`config.mk`:
```
export PLATFORM = sky130hd
export DESIGN_NAME = lenet_layer_sched
export DESIGN_NICKNAME = d
export VERILOG_FILES = /design/src/rtl/lenet_layer_sched_pkg.sv /design/src/rtl/lenet_sched_wdt.sv /design/src/rtl/lenet_layer_sched.sv
export SDC_FILE = /design/constraint.sdc
export NUM_CORES = 1
export LEC_CHECK = 0
export CORE_MARGIN = 1
export CORE_UTILIZATION = 25
export CTS_CLUSTER_DIAMETER = 200
export DETAILED_ROUTE_END_ITERATION = 8
export PLACE_DENSITY_LB_ADDON = 0.25
export SYNTH_ARGS = -nofsm -noshare
export SYNTH_HDL_FRONTEND = slang
export SYNTH_SLANG_ARGS = --single-unit
```
`constraint.sdc`:
```
create_clock -name clk -period 2.1 [get_ports clk]
set_input_delay 0.42 -clock clk [delete_from_list [all_inputs] [get_ports clk]]
set_output_delay 0.42 -clock clk [all_outputs]
set_load 0.005 [all_outputs]
```
`src/rtl/lenet_layer_sched_pkg.sv`:
```
// lenet_layer_sched_pkg: shared scheduler state encoding, layer indices and default channel table.
package lenet_layer_sched_pkg;
    typedef enum logic [2:0] {
        S_IDLE  = 3'd0,
        S_SEL   = 3'd1,
        S_ISSUE = 3'd2,
        S_WAIT  = 3'd3,
        S_DONE  = 3'd4,
        S_ERR   = 3'd5
    } state_t;

    localparam int L_CONV1 = 0;
    localparam int L_POOL1 = 1;
    localparam int L_CONV2 = 2;
    localparam int L_POOL2 = 3;
    localparam int L_FC    = 4;

    // Field i (LSB first) is the number of output-channel passes of layer i.
    localparam logic [24:0] LAYER_CH_DEF = {5'd1, 5'd16, 5'd16, 5'd6, 5'd6};
endpackage

```
`src/rtl/lenet_sched_wdt.sv`:
```
// lenet_sched_wdt: wait-state watchdog; expire is a registered copy of cnt >= TIMEOUT-1.
module lenet_sched_wdt #(
    parameter int TO_W    = 16,
    parameter int TIMEOUT = 50000
) (
    input  logic clk,
    input  logic rst_n,
    input  logic clr,
    input  logic en,
    output logic expire
);
    logic [TO_W-1:0] cnt, cnt_nxt;

    assign cnt_nxt = clr ? '0 : en ? cnt + 1'b1 : cnt;

    always_ff @(posedge clk or negedge rst_n) begin
        if (!rst_n) begin
            cnt    <= '0;
            expire <= 1'b0;
        end else begin
            cnt    <= cnt_nxt;
            expire <= !clr && en && (cnt_nxt >= TO_W'(TIMEOUT - 1));
        end
    end
endmodule

```
`src/rtl/lenet_layer_sched.sv`:
```
// lenet_layer_sched: sequences conv1..fc one output channel at a time, with a stuck-layer watchdog.
module lenet_layer_sched
    import lenet_layer_sched_pkg::*;
#(
    parameter int                      N_LAYER  = 5,
    parameter int                      LI_W     = 3,
    parameter int                      CH_W     = 5,
    parameter logic [N_LAYER*CH_W-1:0] LAYER_CH = LAYER_CH_DEF,
    parameter int                      TO_W     = 16,
    parameter int                      TIMEOUT  = 50000
) (
    input  logic               clk,
    input  logic               rst_n,
    input  logic               net_start,
    input  logic               abort,
    input  logic [N_LAYER-1:0] layer_done,
    output logic [N_LAYER-1:0] layer_start,
    output logic [LI_W-1:0]    layer_idx,
    output logic [CH_W-1:0]    chan_idx,
    output logic               busy,
    output logic               net_done,
    output logic               err
);
    state_t             state;
    logic [CH_W-1:0]    ch_tab [N_LAYER];
    logic [CH_W-1:0]    n_ch;
    logic [N_LAYER-1:0] one_hot;
    logic               last_layer, last_ch, done_hit, wdt_en, wdt_clr, expire;

    for (genvar i = 0; i < N_LAYER; i++) begin : g_ch
        assign ch_tab[i] = LAYER_CH[i*CH_W +: CH_W];
    end

    assign n_ch       = ch_tab[layer_idx];
    assign one_hot    = N_LAYER'(1) << layer_idx;
    assign last_layer = layer_idx == LI_W'(N_LAYER - 1);
    assign last_ch    = chan_idx == n_ch - 1'b1;
    assign done_hit   = state == S_WAIT && layer_done[layer_idx];
    // Counter reads 0 in the ISSUE cycle and counts ISSUE plus every WAIT cycle after it.
    assign wdt_en     = state == S_ISSUE || state == S_WAIT;
    assign wdt_clr    = !wdt_en || done_hit;

    lenet_sched_wdt #(.TO_W(TO_W), .TIMEOUT(TIMEOUT)) u_wdt (
        .clk    (clk),
        .rst_n  (rst_n),
        .clr    (wdt_clr),
        .en     (wdt_en),
        .expire (expire)
    );

    always_ff @(posedge clk or negedge rst_n) begin
        if (!rst_n) begin
            state       <= S_IDLE;
            layer_idx   <= '0;
            chan_idx    <= '0;
            layer_start <= '0;
            busy        <= 1'b0;
            net_done    <= 1'b0;
            err         <= 1'b0;
        end else begin
            layer_start <= '0;
            net_done    <= 1'b0;
            if (abort) begin
                state     <= S_IDLE;
                layer_idx <= '0;
                chan_idx  <= '0;
                busy      <= 1'b0;
                err       <= 1'b0;
            end else begin
                case (state)
                    S_IDLE: if (net_start) begin
                        state     <= S_SEL;
                        busy      <= 1'b1;
                        layer_idx <= '0;
                        chan_idx  <= '0;
                    end
                    S_SEL: if (n_ch == '0) begin
                        if (last_layer) begin
                            state    <= S_DONE;
                            net_done <= 1'b1;
                        end else begin
                            layer_idx <= layer_idx + 1'b1;
                        end
                    end else begin
                        state       <= S_ISSUE;
                        layer_start <= one_hot;
                    end
                    S_ISSUE: state <= S_WAIT;
                    S_WAIT: if (done_hit) begin
                        if (!last_ch) begin
                            chan_idx    <= chan_idx + 1'b1;
                            state       <= S_ISSUE;
                            layer_start <= one_hot;
                        end else begin
                            chan_idx <= '0;
                            if (last_layer) begin
                                state    <= S_DONE;
                                net_done <= 1'b1;
                            end else begin
                                layer_idx <= layer_idx + 1'b1;
                                state     <= S_SEL;
                            end
                        end
                    end else if (expire) begin
                        state <= S_ERR;
                        err   <= 1'b1;
                    end
                    S_DONE: begin
                        state     <= S_IDLE;
                        busy      <= 1'b0;
                        layer_idx <= '0;
                        chan_idx  <= '0;
                    end
                    default: state <= S_ERR;
                endcase
            end
        end
    end
endmodule

```
==> results.sh <==
export IMPL_gp_congestion=0.791
export IMPL_cts_root_buf="clkbuf_8"
export IMPL_fin_area_sq_mm=0.00275
export IMPL_cap_violations=0
export IMPL_rsz0062_at_grt="false"
export IMPL_synth_distinct_cells=62
export IMPL_vias=1841
export IMPL_chipHeight_um=94.9
export IMPL_p_leak_nw=1.14
export IMPL_io_buffers=24
export IMPL_synth_seq_area_share_pct=41.7
export IMPL_overflow=0
export IMPL_firstDrtPassIters=4
export IMPL_start_kind="input pin"
export IMPL_synthCells=233
export IMPL_dpl_instance_area_sq_mm=0.00266
export IMPL_synthFlopType="dfrtp_1"
export IMPL_cts_setup_buffers=0
export IMPL_final_nets=292
export IMPL_drive_gt1_share_pct=15.5
export IMPL_grt_max_degree=20
export IMPL_path_class="input pin to flip-flop"
export IMPL_fmax_mhz=514
export IMPL_syn_num_nets=249
export IMPL_setup_viol=0
export IMPL_grtUsageTotal_pct=11.7
export IMPL_min_period_ns=1.95
export IMPL_avgViaCountPerCell=4.82
export IMPL_path_clk_slew_ns=0.08
export IMPL_cts_buffers=5
export IMPL_cp_slowest_stage_delay_ns=0.39
export IMPL_fin_skew_ns=0.00373
export IMPL_die_w_um=94.9
export IMPL_ys_top_cells_by_area="dfrtp_1, nor2_1, ha_1"
export IMPL_wl_um=4950
export IMPL_outcome="complete, no violations"
export IMPL_vdd_drop_max_mv=0.230
export IMPL_hold_viol=0
export IMPL_wire_per_inst_um=13.0
export IMPL_drt_iter0_drc=79
export IMPL_tightest_slew_ns=0.460
export IMPL_async_flop_share_pct=100
export IMPL_hpwl_um=3650
export IMPL_htreeDepth=2
export IMPL_fp_row_count=33
export IMPL_synth_edf_count=0
export IMPL_drc=0
export IMPL_synthesis_area_sq_mm=0.00216
export IMPL_synth_area_leader_cell="dfrtp_1"
export IMPL_slew_limit_headroom_pct=69.3
export IMPL_hp_class="input pin to async pin"
export IMPL_final_cell_mix="dfrtp_1, nor2_1, clkdlybuf4s50_1"
export IMPL_cp_cell_sequence="clkdlybuf4s50_1 > mux2_4 > a21oi_2 > o22ai_4 > a311oi_2 > buf_4 > nand2b_1 > o22ai_1"
export IMPL_antenna_found_initial=0
export IMPL_cts_max_path_buffers=2
export IMPL_ant_nets=0
export IMPL_syn_avg_cell_area_sq_um=9.26
export IMPL_core_area_sq_mm=0.00830
export IMPL_cpMaxStageDelayCell="clkdlybuf4s50_1"
export IMPL_cp_required_ns=2.28
export IMPL_ctsHoldBuffers=0
export IMPL_dieArea_sq_mm=0.00901
export IMPL_io_pins=25
export IMPL_cellPowerDensity_mw_per_mm2=526
export IMPL_cts_resized=0
export IMPL_critPathArrivalTime_ns=2.12
export IMPL_start_util_pct=26.0
export IMPL_yosys_warnings=0
export IMPL_power_total_mw=1.45
export IMPL_layout_commonest_cell="dfrtp_1"
export IMPL_cts_sinks=36
export IMPL_fin_crit_sh_pct=92.7
export IMPL_hold_ws_ns=0.0731
export IMPL_end_kind="flip-flop"
export IMPL_diodes=0
export IMPL_ys_ff_latch=36
export IMPL_cts_tree="done"
export IMPL_path_max_fanout=10
export IMPL_clk_latency_ns=0.29
export IMPL_nFillCells=843
export IMPL_synth_top_area_share_pct=41.7
export IMPL_report_final_slew_viol_count=0
export IMPL_area_delta_synth_final_pct=27.4
export IMPL_grt_pass1_vias=1736
export IMPL_grt_pass1_wl_um=8140
==> worst max-delay path, delay by kind of cell <==
family          cells  cell delay (ns)
buf+inv             2             0.60
simple gates        1             0.16
compound gates      4             0.67
mux                 1             0.27
==> kinds of logic after synthesis <==
family                   after synthesis  synth area share (%)
AO/OA/AOI/OAI                         47                  16.1
XOR/XNOR                              14                  5.68
multiplexers                           5                  2.67
buffers and inverters                 19                  3.71
AND/OR/NAND/NOR                      105                  26.1
flip-flops                            36                  41.7
adder cells (fa/ha/maj)                7                  4.06
==> layout make-up <==
type                       count  area (sq um)  area share (%)
clock buffer                   6          82.6            3.00
clock inverter                 2          10.0           0.364
inverter                       9          33.8            1.23
multi-input combinational    178          1180            42.8
sequential                    36           901            32.8
tap                          105           131            4.78
timing repair buffer          46           413            15.0
==> power breakdown <==
| part | switching, mW | internal, mW |
|---|---|---|
| clock | 0.261 | 0.262 |
| combinational | 0.107 | 0.0968 |
| sequential | 0.0139 | 0.706 |
| total | 0.381 | 1.07 |
==> flip-flops by register name, summed over array words and instances, names as in the netlist <==
register      flops
busy              1
chan_idx          5
err               1
layer_idx         3
layer_start       5
net_done          1
state             3
u_wdt.cnt        16
u_wdt.expire      1
==> metrics by stage <==
| stage | cells | util (%) | setup TNS (ns) | setup slack, ns |
|---|---|---|---|---|
| 5_1_grt | 382 | 33.1 | 0 | 0.00636 |
| 2_1_floorplan | 233 | - | 0 | 0.162 |
| 3_5_place_dp | 374 | 32.0 | -1.47 | -0.178 |
| 6_report | 382 | 33.1 | 0 | 0.154 |
| 4_1_cts | 382 | 33.1 | 0 | 0.141 |
| 3_3_place_gp | 374 | 32.0 | -0.978 | -0.154 |
==> per-layer routing <==
layer  up-vias  routed length, um  track usage [%]  part of all wire, %
met5         -                  0                0                    0
met4         0                 65             5.30                  1.3
met3         6                165             2.01                  3.3
met2        30               2270             18.7                   46
met1       883               2450             15.3                   49
li1        922                  -                -                    -
==> synth_stat cells (3+ instances only) <==
master	instances
a211oi_1	3
a21oi_1	10
a31oi_1	3
buf_2	4
clkbuf_1	4
dfrtp_1	36
ha_1	7
inv_1	9
nand2_1	15
nand2b_1	5
nand3_1	12
nand3b_1	4
nor2_1	34
nor3_1	5
nor3b_1	3
nor4_1	4
o21ai_0	7
xnor2_1	6
xor2_1	8
==> final timing paths <==
kind                       cells after the start             end  slack (ns)     startpoint
max in group asynchronous                      2  layer_start[2]        1.57          rst_n
min                                            1   u_wdt.cnt[10]        0.07          rst_n
min reg2reg                                    2             err        0.52            err
max reg2reg                                    6    u_wdt.expire        0.16   u_wdt.cnt[2]
min in group clk                               2             err        0.52            err
max                                            8     chan_idx[4]        0.15  layer_done[0]
No activity file was read; power rests on OpenSTA's default activity.
